**config.mk**
```make
export PLATFORM = sky130hd
export DESIGN_NAME = i2c_slave_target
export DESIGN_NICKNAME = d
export VERILOG_FILES = /design/src/rtl/i2c_slave_target.sv
export SDC_FILE = /design/constraint.sdc
export NUM_CORES = 1
export LEC_CHECK = 0
export CAP_MARGIN = 20
export CORE_MARGIN = 1.5
export CORE_UTILIZATION = 58
export CTS_CLUSTER_DIAMETER = 60
export DETAILED_ROUTE_END_ITERATION = 8
export GPL_TIMING_DRIVEN = 0
export PLACE_DENSITY_LB_ADDON = 0.3
export SETUP_SLACK_MARGIN = 0.5
export SKIP_CTS_REPAIR_TIMING = 1
export SYNTH_ARGS = -nofsm -noshare
export SYNTH_HDL_FRONTEND = slang
export SYNTH_SLANG_ARGS = --single-unit
```
**constraint.sdc**
```tcl
create_clock -name clk -period 3.6 [get_ports clk]
set_input_delay 0.72 -clock clk [delete_from_list [all_inputs] [get_ports clk]]
set_output_delay 0.72 -clock clk [all_outputs]
set_load 0.02 [all_outputs]
```
**src/rtl/i2c_slave_target.sv**
```systemverilog
// I2C target: 2-flop synchronised scl/sda, START/STOP detection, 7-bit address match,
// write bytes to rx_data/rx_valid, read bytes from tx_data via tx_load; open-drain sda_oe.
module i2c_slave_target #(
  parameter logic [6:0] SLAVE_ADDR = 7'h4C
) (
  input  logic       clk,
  input  logic       rst,
  input  logic       scl_in,
  input  logic       sda_in,
  output logic       sda_oe,
  output logic [7:0] rx_data,
  output logic       rx_valid,
  input  logic [7:0] tx_data,
  output logic       tx_load,
  output logic       busy,
  output logic       rw_out
);

  typedef enum logic [2:0] {
    S_IDLE, S_ADDR, S_IGNORE, S_ADDR_ACK, S_WR_DATA, S_WR_ACK, S_RD_DATA, S_RD_ACK
  } state_t;

  state_t      r_state, w_state_nxt;
  logic        r_scl_s1, r_scl_s2, r_scl_d;
  logic        r_sda_s1, r_sda_s2, r_sda_d;
  logic [7:0]  r_shift, w_shift_nxt;
  logic [3:0]  r_bit_cnt, w_bit_cnt_nxt;
  logic        r_sda_oe, w_sda_oe_nxt;
  logic [7:0]  r_rx_data, w_rx_data_nxt;
  logic        r_rx_valid, w_rx_valid_nxt;
  logic        r_tx_load, w_tx_load_nxt;
  logic        r_busy, w_busy_nxt;
  logic        r_rw_out, w_rw_out_nxt;
  logic        w_load;

  logic w_scl_rise, w_scl_fall, w_sda_rise, w_sda_fall, w_start, w_stop;
  logic [7:0] w_shift_in;

  assign w_scl_rise = r_scl_s2 & ~r_scl_d;
  assign w_scl_fall = ~r_scl_s2 & r_scl_d;
  assign w_sda_rise = r_sda_s2 & ~r_sda_d;
  assign w_sda_fall = ~r_sda_s2 & r_sda_d;
  // scl must be high in both the current and previous sample for a bus condition
  assign w_start    = w_sda_fall & r_scl_s2 & r_scl_d;
  assign w_stop     = w_sda_rise & r_scl_s2 & r_scl_d;
  assign w_shift_in = {r_shift[6:0], r_sda_s2};

  always_ff @(posedge clk or negedge rst) begin
    if (!rst) begin
      r_scl_s1   <= 1'b1;
      r_scl_s2   <= 1'b1;
      r_scl_d    <= 1'b1;
      r_sda_s1   <= 1'b1;
      r_sda_s2   <= 1'b1;
      r_sda_d    <= 1'b1;
      r_state    <= S_IDLE;
      r_shift    <= '0;
      r_bit_cnt  <= '0;
      r_sda_oe   <= 1'b0;
      r_rx_data  <= '0;
      r_rx_valid <= 1'b0;
      r_tx_load  <= 1'b0;
      r_busy     <= 1'b0;
      r_rw_out   <= 1'b0;
    end else begin
      r_scl_s1   <= scl_in;
      r_scl_s2   <= r_scl_s1;
      r_scl_d    <= r_scl_s2;
      r_sda_s1   <= sda_in;
      r_sda_s2   <= r_sda_s1;
      r_sda_d    <= r_sda_s2;
      r_state    <= w_state_nxt;
      r_shift    <= w_shift_nxt;
      r_bit_cnt  <= w_bit_cnt_nxt;
      r_sda_oe   <= w_sda_oe_nxt;
      r_rx_data  <= w_rx_data_nxt;
      r_rx_valid <= w_rx_valid_nxt;
      r_tx_load  <= w_tx_load_nxt;
      r_busy     <= w_busy_nxt;
      r_rw_out   <= w_rw_out_nxt;
    end
  end

  always_comb begin
    w_state_nxt    = r_state;
    w_shift_nxt    = r_shift;
    w_bit_cnt_nxt  = r_bit_cnt;
    w_sda_oe_nxt   = r_sda_oe;
    w_rx_data_nxt  = r_rx_data;
    w_rx_valid_nxt = 1'b0;
    w_tx_load_nxt  = 1'b0;
    w_busy_nxt     = r_busy;
    w_rw_out_nxt   = r_rw_out;
    w_load         = 1'b0;

    if (w_start) begin
      w_state_nxt   = S_ADDR;
      w_bit_cnt_nxt = '0;
      w_shift_nxt   = '0;
      w_sda_oe_nxt  = 1'b0;
      w_busy_nxt    = 1'b0;
    end else if (w_stop) begin
      w_state_nxt   = S_IDLE;
      w_bit_cnt_nxt = '0;
      w_sda_oe_nxt  = 1'b0;
      w_busy_nxt    = 1'b0;
    end else begin
      case (r_state)
        S_IDLE, S_IGNORE: ;
        S_ADDR: if (w_scl_rise) begin
          w_shift_nxt   = w_shift_in;
          w_bit_cnt_nxt = r_bit_cnt + 4'd1;
          if (r_bit_cnt == 4'd7) begin
            w_bit_cnt_nxt = '0;
            if (w_shift_in[7:1] == SLAVE_ADDR) begin
              w_rw_out_nxt = w_shift_in[0];
              w_busy_nxt   = 1'b1;
              w_state_nxt  = S_ADDR_ACK;
            end else begin
              w_state_nxt  = S_IGNORE;
            end
          end
        end
        // bit_cnt 0: waiting for the falling edge that starts the ACK slot; 1: ACK held
        S_ADDR_ACK, S_WR_ACK: if (w_scl_fall) begin
          if (r_bit_cnt == 4'd0) begin
            w_sda_oe_nxt  = 1'b1;
            w_bit_cnt_nxt = 4'd1;
          end else if (r_state == S_WR_ACK || !r_rw_out) begin
            w_sda_oe_nxt  = 1'b0;
            w_bit_cnt_nxt = '0;
            w_state_nxt   = S_WR_DATA;
          end else begin
            w_load = 1'b1;
          end
        end
        S_WR_DATA: if (w_scl_rise) begin
          w_shift_nxt   = w_shift_in;
          w_bit_cnt_nxt = r_bit_cnt + 4'd1;
          if (r_bit_cnt == 4'd7) begin
            w_rx_data_nxt  = w_shift_in;
            w_rx_valid_nxt = 1'b1;
            w_bit_cnt_nxt  = '0;
            w_state_nxt    = S_WR_ACK;
          end
        end
        S_RD_DATA: if (w_scl_fall) begin
          if (r_bit_cnt == 4'd8) begin
            w_sda_oe_nxt  = 1'b0;
            w_bit_cnt_nxt = '0;
            w_state_nxt   = S_RD_ACK;
          end else begin
            w_sda_oe_nxt  = ~r_shift[6];
            w_shift_nxt   = {r_shift[6:0], 1'b0};
            w_bit_cnt_nxt = r_bit_cnt + 4'd1;
          end
        end
        S_RD_ACK: begin
          if (w_scl_rise) begin
            if (!r_sda_s2) w_bit_cnt_nxt = 4'd1;
            else           w_state_nxt   = S_IGNORE;
          end else if (w_scl_fall && r_bit_cnt == 4'd1) begin
            w_load = 1'b1;
          end
        end
        default: w_state_nxt = S_IDLE;
      endcase
    end

    if (w_load) begin
      w_tx_load_nxt = 1'b1;
      w_shift_nxt   = tx_data;
      w_sda_oe_nxt  = ~tx_data[7];
      w_bit_cnt_nxt = 4'd1;
      w_state_nxt   = S_RD_DATA;
    end
  end

  assign sda_oe   = r_sda_oe;
  assign rx_data  = r_rx_data;
  assign rx_valid = r_rx_valid;
  assign tx_load  = r_tx_load;
  assign busy     = r_busy;
  assign rw_out   = r_rw_out;

endmodule

```
==> impl_metrics.sql <==
INSERT INTO impl_metrics (metric_group, metric, value, unit) VALUES
('place', 'placed_area', '2070', 'sq um'),
('synthesis', 'postSynthRegisterBits', '33', ''),
('clocking', 'clock_root_buffer', 'sky130_fd_sc_hd__clkbuf_4', ''),
('global_route', 'gr-usage-met1', '33.4', '%'),
('setup_path', 'worst_ep_arrival', '2540', 'ps'),
('die', 'die_x', '58.6', 'um'),
('die', 'design.die.area', '3440', 'sq um'),
('synthesis', 'mappedNetlistArea', '1800', 'sq um'),
('final_layout', 'post_route_cells_drive_above_1_share', '18.4', '%'),
('final_layout', 'flow.area_growth_from_synthesis', '20.3', '%'),
('drt', 'vias', '1471', ''),
('clocking', 'cts_tree', 'done', ''),
('global_route', 'busiest_grt_layer', 'met2', ''),
('timing', 'fin_setup_tns', '0', 'ps'),
('synthesis', 'synth_enable_flop_cells', '0', ''),
('final_layout', 'post_layout_nets', '220', ''),
('die', 'design.core.area', '3000', 'sq um'),
('pwr', 'power.density_cell_area', '532', 'nW/um^2'),
('timing', 'final_hold_viol_count', '0', ''),
('drt', 'dr.first_iter.drc_count', '79', ''),
('synthesis', 'syn_inst', '174', ''),
('global_route', 'antenna_found_initial', '0', ''),
('global_route', 'first_global_vias', '1416', ''),
('global_route', 'groute.layer.met2.usage', '40.9', '%'),
('synthesis', 'synth.net_count', '189', ''),
('clocking', 'cts_sinks', '33', ''),
('place', 'place_hpwl', '2.83', 'mm'),
('clocking', 'clk_latency', '340', 'ps'),
('synthesis', 'synth.yosys.seq_area_share', '46.4', '%'),
('worst_hold_path', 'timing.hold.worst.class', 'reg2reg', ''),
('clocking', 'cts_inserted_buffers', '5', ''),
('drt', 'vias_per_cell', '6.15', ''),
('place', 'place_congestion', '0.890', ''),
('run_status', 'status', 'completed', ''),
('drt', 'post_drt_wl_per_cell', '16.8', 'um'),
('global_route', 'grt.total_usage', '25.7', '%'),
('drt', 'drtPass1Iterations', '4', ''),
('setup_path', 'timing.critical_path.from_type', 'flop', ''),
('timing', 'setup_viol', '0', ''),
('timing', 'maxSlewViolCount', '0', ''),
('global_route', 'globalRouteMet3Util', '6.81', '%'),
('synthesis', 'asyncSetResetFlopFracSynth', '100', '%'),
('clocking', 'cts_htree_levels', '2', ''),
('final_layout', 'num-fill-cells', '232', ''),
('setup_path', 'crit_path_max_fanout', '10', ''),
('synthesis', 'post_synth_num_cell_types', '51', ''),
('global_route', 'globalRouteOverflowTotal', '0', ''),
('timing', 'fin_skew', '10.9', 'ps'),
('final_layout', 'most_common_cell_after_layout_fill_and_taps_aside', 'sky130_fd_sc_hd__dfrtp_1', ''),
('setup_path', 'worstPathRequired', '3820', 'ps'),
('die', 'initial_core_util', '59.8', '%'),
('timing', 'unrepaired_setup_endpoints_after_global_routing', 'false', ''),
('pwr', 'cellLeakagePower', '0.000942', 'uW'),
('timing', 'achievable-frequency', '431', 'MHz'),
('final_layout', 'final_cells', '239', ''),
('place', 'port_buffers', '24', ''),
('pwr', 'worst_ir_drop_on_vdd', '0.000380', 'V'),
('timing', 'final.min_clock_period', '2320', 'ps'),
('final_layout', 'antenna-diode-count', '0', ''),
('drt', 'remaining_drc_errors', '0', ''),
('run', 'cap_violations', '0', ''),
('global_route', 'grt_start_max_net_pins', '34', ''),
('final_layout', 'highest_count_cells_in_the_layout_ignoring_fill_and_taps', 'sky130_fd_sc_hd__dfrtp_1, sky130_fd_sc_hd__clkdlybuf4s50_1, sky130_fd_sc_hd__nand2_1', ''),
('die', 'io_pins', '25', ''),
('final_layout', 'stdcell_area', '2160', 'sq um'),
('drt', 'final_wl', '4.03', 'mm'),
('pwr', 'fin_total_pwr', '1150', 'uW'),
('timing', 'timing.final.ws_setup', '1280', 'ps'),
('setup_path', 'cp-end-kind', 'flop', ''),
('setup_path', 'timing.setup.critical_path_class', 'reg2reg', ''),
('global_route', 'first_pass_grt_wire_length', '6.56', 'mm'),
('synthesis', 'yosysWarningCount', '0', ''),
('timing', 'final_min_period_over_clock_period', '64.5', '%'),
('die', 'die_h', '58.6', 'um'),
('clocking', 'cts.clk_slew.worst_paths', '110', 'ps'),
('timing', 'worst_pin_slew', '734', 'ps'),
('clocking', 'cts-root-to-sink-buffers', '2', ''),
('place', 'detailedPlace.worstSlack', '1330', 'ps'),
('synthesis', 'post_synthesis_mean_instance_area', '10.3', 'sq um'),
('synthesis', 'postSynth.topFlopCell', 'sky130_fd_sc_hd__dfrtp_1', ''),
('place', 'dpl.cell_count', '231', ''),
('drt', 'detail-route-antenna-nets', '0', ''),
('timing', 'relSlewSlack', '51.0', '%'),
('die', 'rows', '20', '');
final timing paths:
kind / to / cells after the start / from / slack (ps)
setup / recovery: r_bit_cnt[3] / 9 / r_bit_cnt[0] / 1280
min in group asynchronous: r_bit_cnt[0] / 1 / rst / 420
hold reg to reg: r_sda_s2 / 0 / r_sda_s1 / 360
max in group asynchronous: rx_data[5] / 1 / rst / 2700
setup reg to reg: r_bit_cnt[3] / 9 / r_bit_cnt[0] / 1280
hold / removal: r_sda_s2 / 0 / r_sda_s1 / 360
state kept, by name, indices dropped and copies added, names as in the netlist:
| name | count |
|---|---|
| rx_valid | 1 |
| r_scl_s1 | 1 |
| sda_oe | 1 |
| r_sda_s2 | 1 |
| r_sda_s1 | 1 |
| r_scl_s2 | 1 |
| tx_load | 1 |
| rw_out | 1 |
| r_state | 3 |
| r_sda_d | 1 |
| busy | 1 |
| r_scl_d | 1 |
| rx_data | 8 |
| r_bit_cnt | 4 |
| r_shift | 7 |
Yosys cell counts, drive strengths merged, types with 2 or more instances:
library cell	number	area (sq um)
a211oi	2	20.0
a21o	2	15.0
a21oi	5	25.0
a31oi	5	31.3
buf	5	40.0
clkbuf	4	15.0
dfrtp	27	676
dfstp	6	158
ha	3	37.5
inv	5	18.8
mux2	10	116
mux2i	9	90.1
nand2	18	70.1
nand2b	4	25.0
nand3	8	40.0
nand4	3	18.8
nand4b	2	17.5
nor2	11	43.8
nor3	4	20.0
nor3b	3	22.5
o211ai	3	27.5
o21ai	12	71.3
o22ai	3	18.8
o31ai	2	28.8
xor2	3	26.3
power breakdown:
part,switching (uW),internal [uW]
clock,132,165
combinational,223,162
sequential,46.3,421
through the flow:
stage	utilization, %	hold slack (ps)
floorplan	-	345
global placement	69.2	346
detailed placement	69.0	347
CTS	72.0	363
global route	72.0	365
finish	72.0	360
kinds of logic (layout without fill, tap and decap cells):
family / after synthesis / after routing / synth area share [%]
AO/OA/AOI/OAI: 39 / 39 / 15.7
multiplexers: 19 / 19 / 11.5
XOR/XNOR: 4 / 4 / 1.95
flip-flops: 33 / 33 / 46.4
buffers and inverters: 14 / 46 / 4.11
AND/OR/NAND/NOR: 62 / 62 / 18.3
adder cells (fa/ha/maj): 3 / 3 / 2.09
layout make-up:
cell class | count | area, sq um | area share (%)
repair buffers | 24 | 235 | 10.9
multi-input cells | 127 | 888 | 41.1
plain buffers | 9 | 55.1 | 2.55
flip-flops and latches | 33 | 833 | 38.6
clock inverters | 2 | 37.5 | 1.74
well taps | 33 | 41.3 | 1.91
clock buffers | 6 | 51.3 | 2.37
inverters | 5 | 18.8 | 0.869
routing by layer:
| layer | up-vias | share of wire [%] |
|---|---|---|
| li1 | 694 | - |
| met3 | 10 | 5.3 |
| met2 | 49 | 49 |
| met1 | 718 | 43 |
| met5 | - | 0 |
| met4 | 0 | 2.0 |
worst max-delay path: stages, from the launching register on:
cell	delay [ps]
sky130_fd_sc_hd__dfrtp_1	460
sky130_fd_sc_hd__inv_1	120
sky130_fd_sc_hd__ha_1	220
sky130_fd_sc_hd__or3b_4	420
sky130_fd_sc_hd__nand2_2	80
sky130_fd_sc_hd__nor2_2	60
sky130_fd_sc_hd__o21ai_4	310
sky130_fd_sc_hd__inv_2	190
sky130_fd_sc_hd__o2111ai_1	230
sky130_fd_sc_hd__o211ai_1	120
No activity file was read; power rests on OpenSTA's default activity.
